`config.mk`:
```
export PLATFORM = sky130hd
export DESIGN_NAME = button_debounce
export DESIGN_NICKNAME = d
export VERILOG_FILES = /design/src/rtl/debounce_pkg.sv /design/src/rtl/sync_2ff.sv /design/src/rtl/button_debounce.sv
export SDC_FILE = /design/constraint.sdc
export NUM_CORES = 1
export LEC_CHECK = 0
export CAP_MARGIN = 20
export CORE_AREA = 10 10 47 49
export CTS_CLUSTER_SIZE = 24
export DETAILED_ROUTE_END_ITERATION = 8
export DIE_AREA = 0 0 57 59
export PLACE_DENSITY = 0.59
export SYNTH_ARGS = -nofsm -noshare
export SYNTH_HDL_FRONTEND = slang
export SYNTH_SLANG_ARGS = --single-unit
```
`constraint.sdc`:
```
create_clock -name CLK_IN -period 1.49 [get_ports CLK_IN]
set_input_delay 0.3725 -clock CLK_IN [delete_from_list [all_inputs] [get_ports CLK_IN]]
set_output_delay 0.3725 -clock CLK_IN [all_outputs]
set_load 0.005 [all_outputs]
```
`src/rtl/debounce_pkg.sv`:
```
`default_nettype none
// ============================================================================
//  Module      : debounce_pkg
//  Description : Shared types for the push-button debouncer. Holds the
//                debounce FSM state encoding and a helper that sizes the
//                stability tick counter.
//  Revision    : 1.0 - initial release
// ============================================================================
package debounce_pkg;

    // Debounce FSM states. The level output is 1 in the upper half
    // (PRESSED, ARM_RELEASE) and 0 in the lower half.
    typedef enum logic [1:0] {
        RELEASED    = 2'd0,
        ARM_PRESS   = 2'd1,
        PRESSED     = 2'd2,
        ARM_RELEASE = 2'd3
    } debounce_state_t;

    // Counter width able to hold 0 .. ticks. Never less than one bit.
    function automatic int count_width(input int ticks);
        int w;
        w = $clog2(ticks + 1);
        return (w < 1) ? 1 : w;
    endfunction

endpackage : debounce_pkg
`default_nettype wire

```
`src/rtl/sync_2ff.sv`:
```
`default_nettype none
// ============================================================================
//  Module      : sync_2ff
//  Description : Two-flop synchronizer for a single asynchronous level.
//                Both flops load RESET_VALUE on reset so the synchronized
//                output starts at the input's idle level.
//  Revision    : 1.0 - initial release
// ============================================================================
module sync_2ff #(
    parameter bit RESET_VALUE = 1'b0
) (
    input  logic CLK_IN,
    input  logic RST_IN,
    input  logic D_IN,
    output logic Q_OUT
);

    logic r_meta;
    logic r_sync;

    // Two-stage capture of the asynchronous input; first stage may go metastable.
    always_ff @(posedge CLK_IN) begin
        if (RST_IN) begin
            r_meta <= RESET_VALUE;
            r_sync <= RESET_VALUE;
        end else begin
            r_meta <= D_IN;
            r_sync <= r_meta;
        end
    end

    assign Q_OUT = r_sync;

endmodule : sync_2ff
`default_nettype wire

```
`src/rtl/button_debounce.sv`:
```
`default_nettype none
// ============================================================================
//  Module      : button_debounce
//  Description : Tick-driven debouncer for one mechanical push-button.
//                Synchronizes the raw pin, normalizes polarity so that
//                "pressed" is 1, and accepts a level change only after it has
//                held for STABLE_TICKS consecutive sample ticks. Produces a
//                clean level and one-cycle press/release strobes.
//  Revision    : 1.0 - initial release
// ============================================================================
module button_debounce
    import debounce_pkg::*;
#(
    parameter int STABLE_TICKS = 4,
    parameter bit ACTIVE_LOW   = 1'b0
) (
    input  logic CLK_IN,
    input  logic RST_IN,
    input  logic TICK_IN,
    input  logic BTN_IN,
    output logic BTN_LEVEL_OUT,
    output logic BTN_PRESS_OUT,
    output logic BTN_RELEASE_OUT
);

    localparam int c_cnt_w = count_width(STABLE_TICKS);
    // Count value at which the next qualifying tick completes acceptance.
    localparam logic [c_cnt_w-1:0] c_last = c_cnt_w'(STABLE_TICKS - 1);
    localparam logic [c_cnt_w-1:0] c_one  = c_cnt_w'(1);

    logic            w_pin_sync;
    logic            w_btn_s;

    debounce_state_t r_state;
    logic [c_cnt_w-1:0] r_count;
    logic            r_level;
    logic            r_press;
    logic            r_release;

    // Synchronizer resets to the raw idle level so reset never looks like a press.
    sync_2ff #(
        .RESET_VALUE (ACTIVE_LOW)
    ) u_sync (
        .CLK_IN (CLK_IN),
        .RST_IN (RST_IN),
        .D_IN   (BTN_IN),
        .Q_OUT  (w_pin_sync)
    );

    // Polarity-normalized button: 1 always means pressed.
    assign w_btn_s = w_pin_sync ^ ACTIVE_LOW;

    // Debounce FSM: arms on a level change, counts ticks while the new level
    // holds, and commits level and strobe on the same edge as the final tick.
    always_ff @(posedge CLK_IN) begin
        if (RST_IN) begin
            r_state   <= RELEASED;
            r_count   <= '0;
            r_level   <= 1'b0;
            r_press   <= 1'b0;
            r_release <= 1'b0;
        end else begin
            r_press   <= 1'b0;
            r_release <= 1'b0;
            case (r_state)
                RELEASED: begin
                    // Ticks are ignored here; counting starts after entry to ARM_PRESS.
                    if (w_btn_s) begin
                        r_state <= ARM_PRESS;
                        r_count <= '0;
                    end
                end
                ARM_PRESS: begin
                    // A bounce back to released outranks a coincident tick.
                    if (!w_btn_s) begin
                        r_state <= RELEASED;
                        r_count <= '0;
                    end else if (TICK_IN) begin
                        if (r_count == c_last) begin
                            r_state <= PRESSED;
                            r_count <= '0;
                            r_level <= 1'b1;
                            r_press <= 1'b1;
                        end else begin
                            r_count <= r_count + c_one;
                        end
                    end
                end
                PRESSED: begin
                    if (!w_btn_s) begin
                        r_state <= ARM_RELEASE;
                        r_count <= '0;
                    end
                end
                ARM_RELEASE: begin
                    // A bounce back to pressed outranks a coincident tick.
                    if (w_btn_s) begin
                        r_state <= PRESSED;
                        r_count <= '0;
                    end else if (TICK_IN) begin
                        if (r_count == c_last) begin
                            r_state   <= RELEASED;
                            r_count   <= '0;
                            r_level   <= 1'b0;
                            r_release <= 1'b1;
                        end else begin
                            r_count <= r_count + c_one;
                        end
                    end
                end
                default: begin
                    r_state <= RELEASED;
                    r_count <= '0;
                    r_level <= 1'b0;
                end
            endcase
        end
    end

    assign BTN_LEVEL_OUT   = r_level;
    assign BTN_PRESS_OUT   = r_press;
    assign BTN_RELEASE_OUT = r_release;

endmodule : button_debounce
`default_nettype wire

```
# --- Yosys cells after proc, flatten, opt, wreduce, memory -nomap -nowiden ---
# Cells that the tools add are included.
totals:
  in_bits: 4
  register_bits: 10
  output_inout_bits: 3
  elab_cells: 59
classes:
  n_reduce_logical: 7
  add_sub_neg: 1
  n_eq_ne: 16
  mux: 25
  n_bitwise: 3
ops:
  columns: ["cell", "count"]
  rows:
  - ["2-to-1 mux 3 bit", 6]
  - ["2-to-1 mux 2 bit", 8]
  - ["inequality test 2 bit (second input constant)", 6]
  - ["case mux 3 bit (4 select lines)", 1]
  - ["2-to-1 mux 1 bit", 8]
  - ["case mux 2 bit (4 select lines)", 1]
  - ["AND reduction 7 bit", 1]
  - ["inequality test 3 x 2 -> 1 bit (second input constant)", 2]
  - ["inequality test 3 bit (second input constant)", 2]
  - ["AND reduction 6 bit", 1]
  - ["OR reduction 3 bit", 2]
  - ["== test 2 bit (second input constant)", 2]
  - ["inequality test 2 x 1 -> 1 bit (second input constant)", 2]
  - ["adder 3 x 1 -> 3 bit (second input constant)", 1]
  - ["== test 3 x 2 -> 1 bit (second input constant)", 1]
  - ["NOT 1 bit", 3]
  - ["== test 2 x 1 -> 1 bit (second input constant)", 1]
  - ["logical NOT 2 bit", 1]
  - ["case mux 1 bit (2 select lines)", 1]
  - ["AND reduction 2 bit", 1]
  - ["nonzero test 2 bit", 1]

# --- Depth between registers and ports, before layout ---
depth:
  ltp_word: 5
  ltp_mapped: 4
  mapped_depth_nobuf: 4

# --- Cells and area by module ---
# A second synthesis with hierarchy kept.
hier_totals:
  hier_cells: 46
  area_unflattened_um2: 440.4
modules_own_cells:
  columns: ["mod", "instances", "area_per_inst_um2", "cells_per_inst"]
  rows:
  - ["button_debounce", 1, 387.9, 42]
  - ["sync_2ff", 1, 52.6, 4]

# --- Worst setup path before layout ---
# OpenSTA, ideal clock, no wires.
synth_path:
  kind: "register to register"
  startpoint: "reg r_count[0]"
  endpoint: "reg r_level, in the netlist BTN_LEVEL_OUT"
  t_arrival_ns: 1.078
  path_stages_with_launch: 5
  slack_ns: 0.337
  required_ns: 1.415
  period_less_slack_ns: 1.153
  path_cell_list: "dfxtp_1 > ha_1 > nand4b_1 > nand3b_1 > a31oi_1"
synth_via:
  elab_chain_len: 3
  elab_cells_between_ends: 4
  cone_classes: "3 x eq/ne; 1 x reduce/logical"
synth_lines:
  columns: ["element", "line_no", "source"]
  rows:
  - ["start: declaration", "button_debounce.sv:35", "logic [c_cnt_w-1:0] r_count;"]
  - ["start signal: assignment", "button_debounce.sv:85", "r_count <= r_count + c_one;"]
  - ["start signal: assignment", "button_debounce.sv:107", "r_count <= r_count + c_one;"]
  - ["== test 3 x 2 -> 1 bit *", "button_debounce.sv:79, button_debounce.sv:101", null]
  - ["inequality test 2 bit (no source line)", null, null]
  - ["AND reduction 7 bit (no source line) *", null, null]
  - ["end signal: assignment", "button_debounce.sv:82", "r_level <= 1'b1;"]
  - ["end signal: assignment", "button_debounce.sv:104", "r_level <= 1'b0;"]
  - ["end signal: assignment", "button_debounce.sv:114", "r_level <= 1'b0;"]
  - ["end: declaration", "button_debounce.sv:36", "logic r_level;"]
# Every way passes the cells marked *; elsewhere a longest branch is shown, timed or not.
# A chain may end at the register's enable or synchronous reset.

# --- Worst setup path after layout ---
layout_path:
  startpoint: "reg r_press, in the netlist BTN_PRESS_OUT"
  endpoint: "out BTN_PRESS_OUT"
layout_lines:
  columns: ["element", "line_no", "source"]
  rows:
  - ["start: declaration", "button_debounce.sv:37", "logic r_press;"]
  - ["start signal: assignment", "button_debounce.sv:60", "r_press <= 1'b0;"]
  - ["start signal: assignment", "button_debounce.sv:63", "r_press <= 1'b0;"]
  - ["start signal: assignment", "button_debounce.sv:83", "r_press <= 1'b1;"]
  - ["end: declaration", "button_debounce.sv:22", "output logic BTN_PRESS_OUT,"]
# No word-level cell between the ends.

==> flow_summary_export.csv <==
group,metric,value,unit
critical_path,critPathMaxStageDelay,500,ps
critical_path,crit_chain,"clkdlybuf4s50_1",
critical_path,startpoint_type,"flip-flop",
timing,fmax,695,MHz
power_and_ir_drop,p_sw,0.000107,W
timing,worst_slew_pin_slew,329,ps
yosys,synth.top_cells.by_area,"dfxtp_1 (48%), a31oi_1 (4.5%), nand4b_1 (4.2%)",
power_and_ir_drop,power_density,996,nW/um^2
yosys,synthMostInstantiatedCell,"dfxtp_1",
worst_hold_path,hold_class,"reg -> reg",
timing,finClkSkew,2.05,ps
timing,rsz0062_at_grt,"false",
clocking,hold_buffers,0,
critical_path,crit_end,"BTN_PRESS_OUT",
floorplanning,die_h,59,um
timing,period_needed,1440,ps
floorplanning,start_util,0.296,
global_routing,grt_overflow_total,0,
yosys,syn_area,414,sq um
yosys,synth_seq_cells,10,
global_routing,grt_pass1_wl,1400,um
floorplanning,core,1400,sq um
yosys,synth_cells,41,
timing,hold_violations,0,
timing,post-route-period-util,0.966,
final_layout,postLayoutCoreUtil,0.393,
yosys,synth_nets,46,
critical_path,crit_buf_inv,1,
drt,wl_per_cell,11.0,um
drt,vias,338,
final_layout,finalInstanceArea,551,sq um
yosys,yosysSeqAreaShare,0.483,
power_and_ir_drop,pwr-share-comb,0.061,
critical_path,r2r_slack,200,ps
clocking,cts_tree,"built",
yosys,syn_area_per_cell,10.1,sq um
status,outcome,"completed",
global_routing,grt_max_degree,9,
run,cap_violations,0,
global_routing,grt_pass1_vias,317,
clocking,cts_setup_buffers,0,
worst_hold_path,whs_path_depth,1,
timing,slew_headroom,0.780,
clocking,max-clock-path-buffers,2,
power_and_ir_drop,finalPower,0.000548,W
yosys,yosys-top-cells-count,"dfxtp_1 (10), a31oi_1 (3), nand2_1 (3)",
placement,place_congestion,0.758,
drt,vias_per_cell,4.90,
clocking,clk_pin_slew_worst_paths,60,ps
critical_path,cp_max_fo,1,
drt,drcViolationCount,0,
clocking,clk_root_buffer_cell,"clkbuf_4",
global_routing,antenna_found_initial,0,
yosys,yosysTopAreaCell,"dfxtp_1",
critical_path,critPathRequiredTime,1120,ps
critical_path,rr_worst_depth,3,
floorplanning,rows,14,
placement,io_buffers,6,
critical_path,timing.rr.start,"u_sync.Q_OUT$_SDFF_PP0_",
power_and_ir_drop,ir_drop,0.497,mV
final_layout,fill_cells,159,
critical_path,cp.depth,1,
placement,hpwlAfterDp,565,um
yosys,synthDistinctLibCells,23,
timing,setup_viol,0,
clocking,numCtsBuffers,3,
yosys,synth-edff-count,0,
drt,first_iter_violations,11,
final_layout,nets,59,
timing,drv_slew,0,
floorplanning,io_pins,7,
power_and_ir_drop,power_leakage,0.223,nW
floorplanning,die_w,57,um
yosys,synth_ff_type,"dfxtp_1",
yosys,yosysTopAreaCellShare,0.483,
critical_path,arrival,1070,ps
final_layout,synthToLayoutAreaGrowth,32.9,%
critical_path,path_class,"reg -> out",
critical_path,crit_family,"buffers and inverters",
critical_path,cp-end-kind,"output pin",
power_and_ir_drop,p_seq_frac,0.507,
critical_path,crit_slowest_cell,"clkdlybuf4s50_1",
power_and_ir_drop,p_int,0.000441,W
floorplanning,design.die.area,3360,sq um
final_layout,drive_above_1_share,0.170,
critical_path,r2r-end,"r_count[1]$_SDFFE_PP0P_",
clocking,cts.htree.levels,1,
critical_path,startpoint,"BTN_PRESS_OUT$_SDFF_PP0_",
clocking,cts_sinks,10,
drt,wirelength,761,um
yosys,ys_warn_count,0,
power_and_ir_drop,swShare,0.196,
global_routing,grtUsageTotal,0.0541,
placement,dpl-instance-area,513,sq um
power_and_ir_drop,pwr-share-clk,0.432,
yosys,synth-async-reset-ratio,0,
drt,ant_nets,0,
drt,drtPass1Iterations,4,
final_layout,n_antenna_cell,0,
clocking,clkLatencyLatePin,260,ps
worst reg2reg max path, stage by stage, from the launching register on:
cell	delay, ps
dfxtp_1	440
xor2_2	170
or3b_1	410
a31oi_1	190
worst min-delay path by stage:
stage / startpoint / slack [ps] / end
4_1_cts: u_sync.r_meta$_SDFF_PP0_ / 450 / u_sync.Q_OUT$_SDFF_PP0_
5_1_grt: u_sync.r_meta$_SDFF_PP0_ / 470 / u_sync.Q_OUT$_SDFF_PP0_
6_report: u_sync.r_meta$_SDFF_PP0_ / 450 / u_sync.Q_OUT$_SDFF_PP0_
2_1_floorplan: u_sync.r_meta$_SDFF_PP0_ / 410 / u_sync.Q_OUT$_SDFF_PP0_
3_5_place_dp: u_sync.r_meta$_SDFF_PP0_ / 440 / u_sync.Q_OUT$_SDFF_PP0_
3_3_place_gp: u_sync.r_meta$_SDFF_PP0_ / 420 / u_sync.Q_OUT$_SDFF_PP0_
per-layer routing:
layer	part of all wire	vias up	GRT usage	routed length (um)
met5	0	-	0	0
li1	-	170	-	-
met2	0.42	12	0.0775	318
met3	0.080	5	0.0451	61
met1	0.48	151	0.0538	366
met4	0.018	0	0.0302	14
kinds of logic (layout without fill, tap and decap cells):
logic type                 Yosys count  in the layout  synth area share
DFF                                 10             10             0.483
muxes                                1              1            0.0242
buffers and inverters                2             14            0.0181
AOI/OAI and AO/OA                    6              6             0.106
adders and majority gates            1              1            0.0302
xor gates and xnor gates             1              1            0.0393
and+or+nand+nor                     20             20             0.299
power groups by stage:
stage | combinational (W) | sequential (W) | clock [W]
6_report | 0.0000333 | 0.000278 | 0.000237
5_1_grt | 0.0000376 | 0.000279 | 0.000276
4_1_cts | 0.0000336 | 0.000278 | 0.000246
3_5_place_dp | 0.0000351 | 0.000284 | 0
3_3_place_gp | 0.0000349 | 0.000284 | 0
2_1_floorplan | 0.0000149 | 0.000284 | 0
final cells by class:
class	instances	area, sq um	area share
tap	16	20.0	0.0364
timing repair buffer	9	83.8	0.152
sequential	10	200	0.364
clock buffer	4	36.3	0.0659
inverter	1	3.75	0.00682
multi-input combinational	29	206	0.375
registers in the layout (all words and copies together) (netlist names), named ones only:
name             flops
r_count              3
BTN_LEVEL_OUT        1
BTN_PRESS_OUT        1
BTN_RELEASE_OUT      1
r_state              1
u_sync.Q_OUT         1
u_sync.r_meta        1
cell usage in the layout (no fill, tap or decap), drive strengths merged, types with 2 or more instances in the layout:
cell / netlist / layout
buf: 0 / 3
nand4b: 2 / 2
dfxtp: 10 / 10
nand2: 3 / 3
nand3b: 2 / 2
clkdlybuf4s50: 0 / 4
a31oi: 3 / 3
nor2: 2 / 2
clkbuf: 1 / 4
nor2b: 2 / 2
nand2b: 2 / 2
stage by stage:
step / setup WS (ps) / TNS (ps) / instances / hold slack, ps
global placement: -35.4 / -83.0 / 65 / 420
floorplan: 337 / 0 / 41 / 414
detailed placement: -58.6 / -138 / 65 / 437
global route: 8.47 / 0 / 69 / 470
finish: 51.1 / 0 / 69 / 449
CTS: 29.5 / 0 / 69 / 454
timing repair:
action,4_1_cts,5_1_grt
setup endpoints to repair,1,1
gates resized for setup,1,1
endpoints found under the hold margin,0,0
Power figures use the tool's default switching activity.
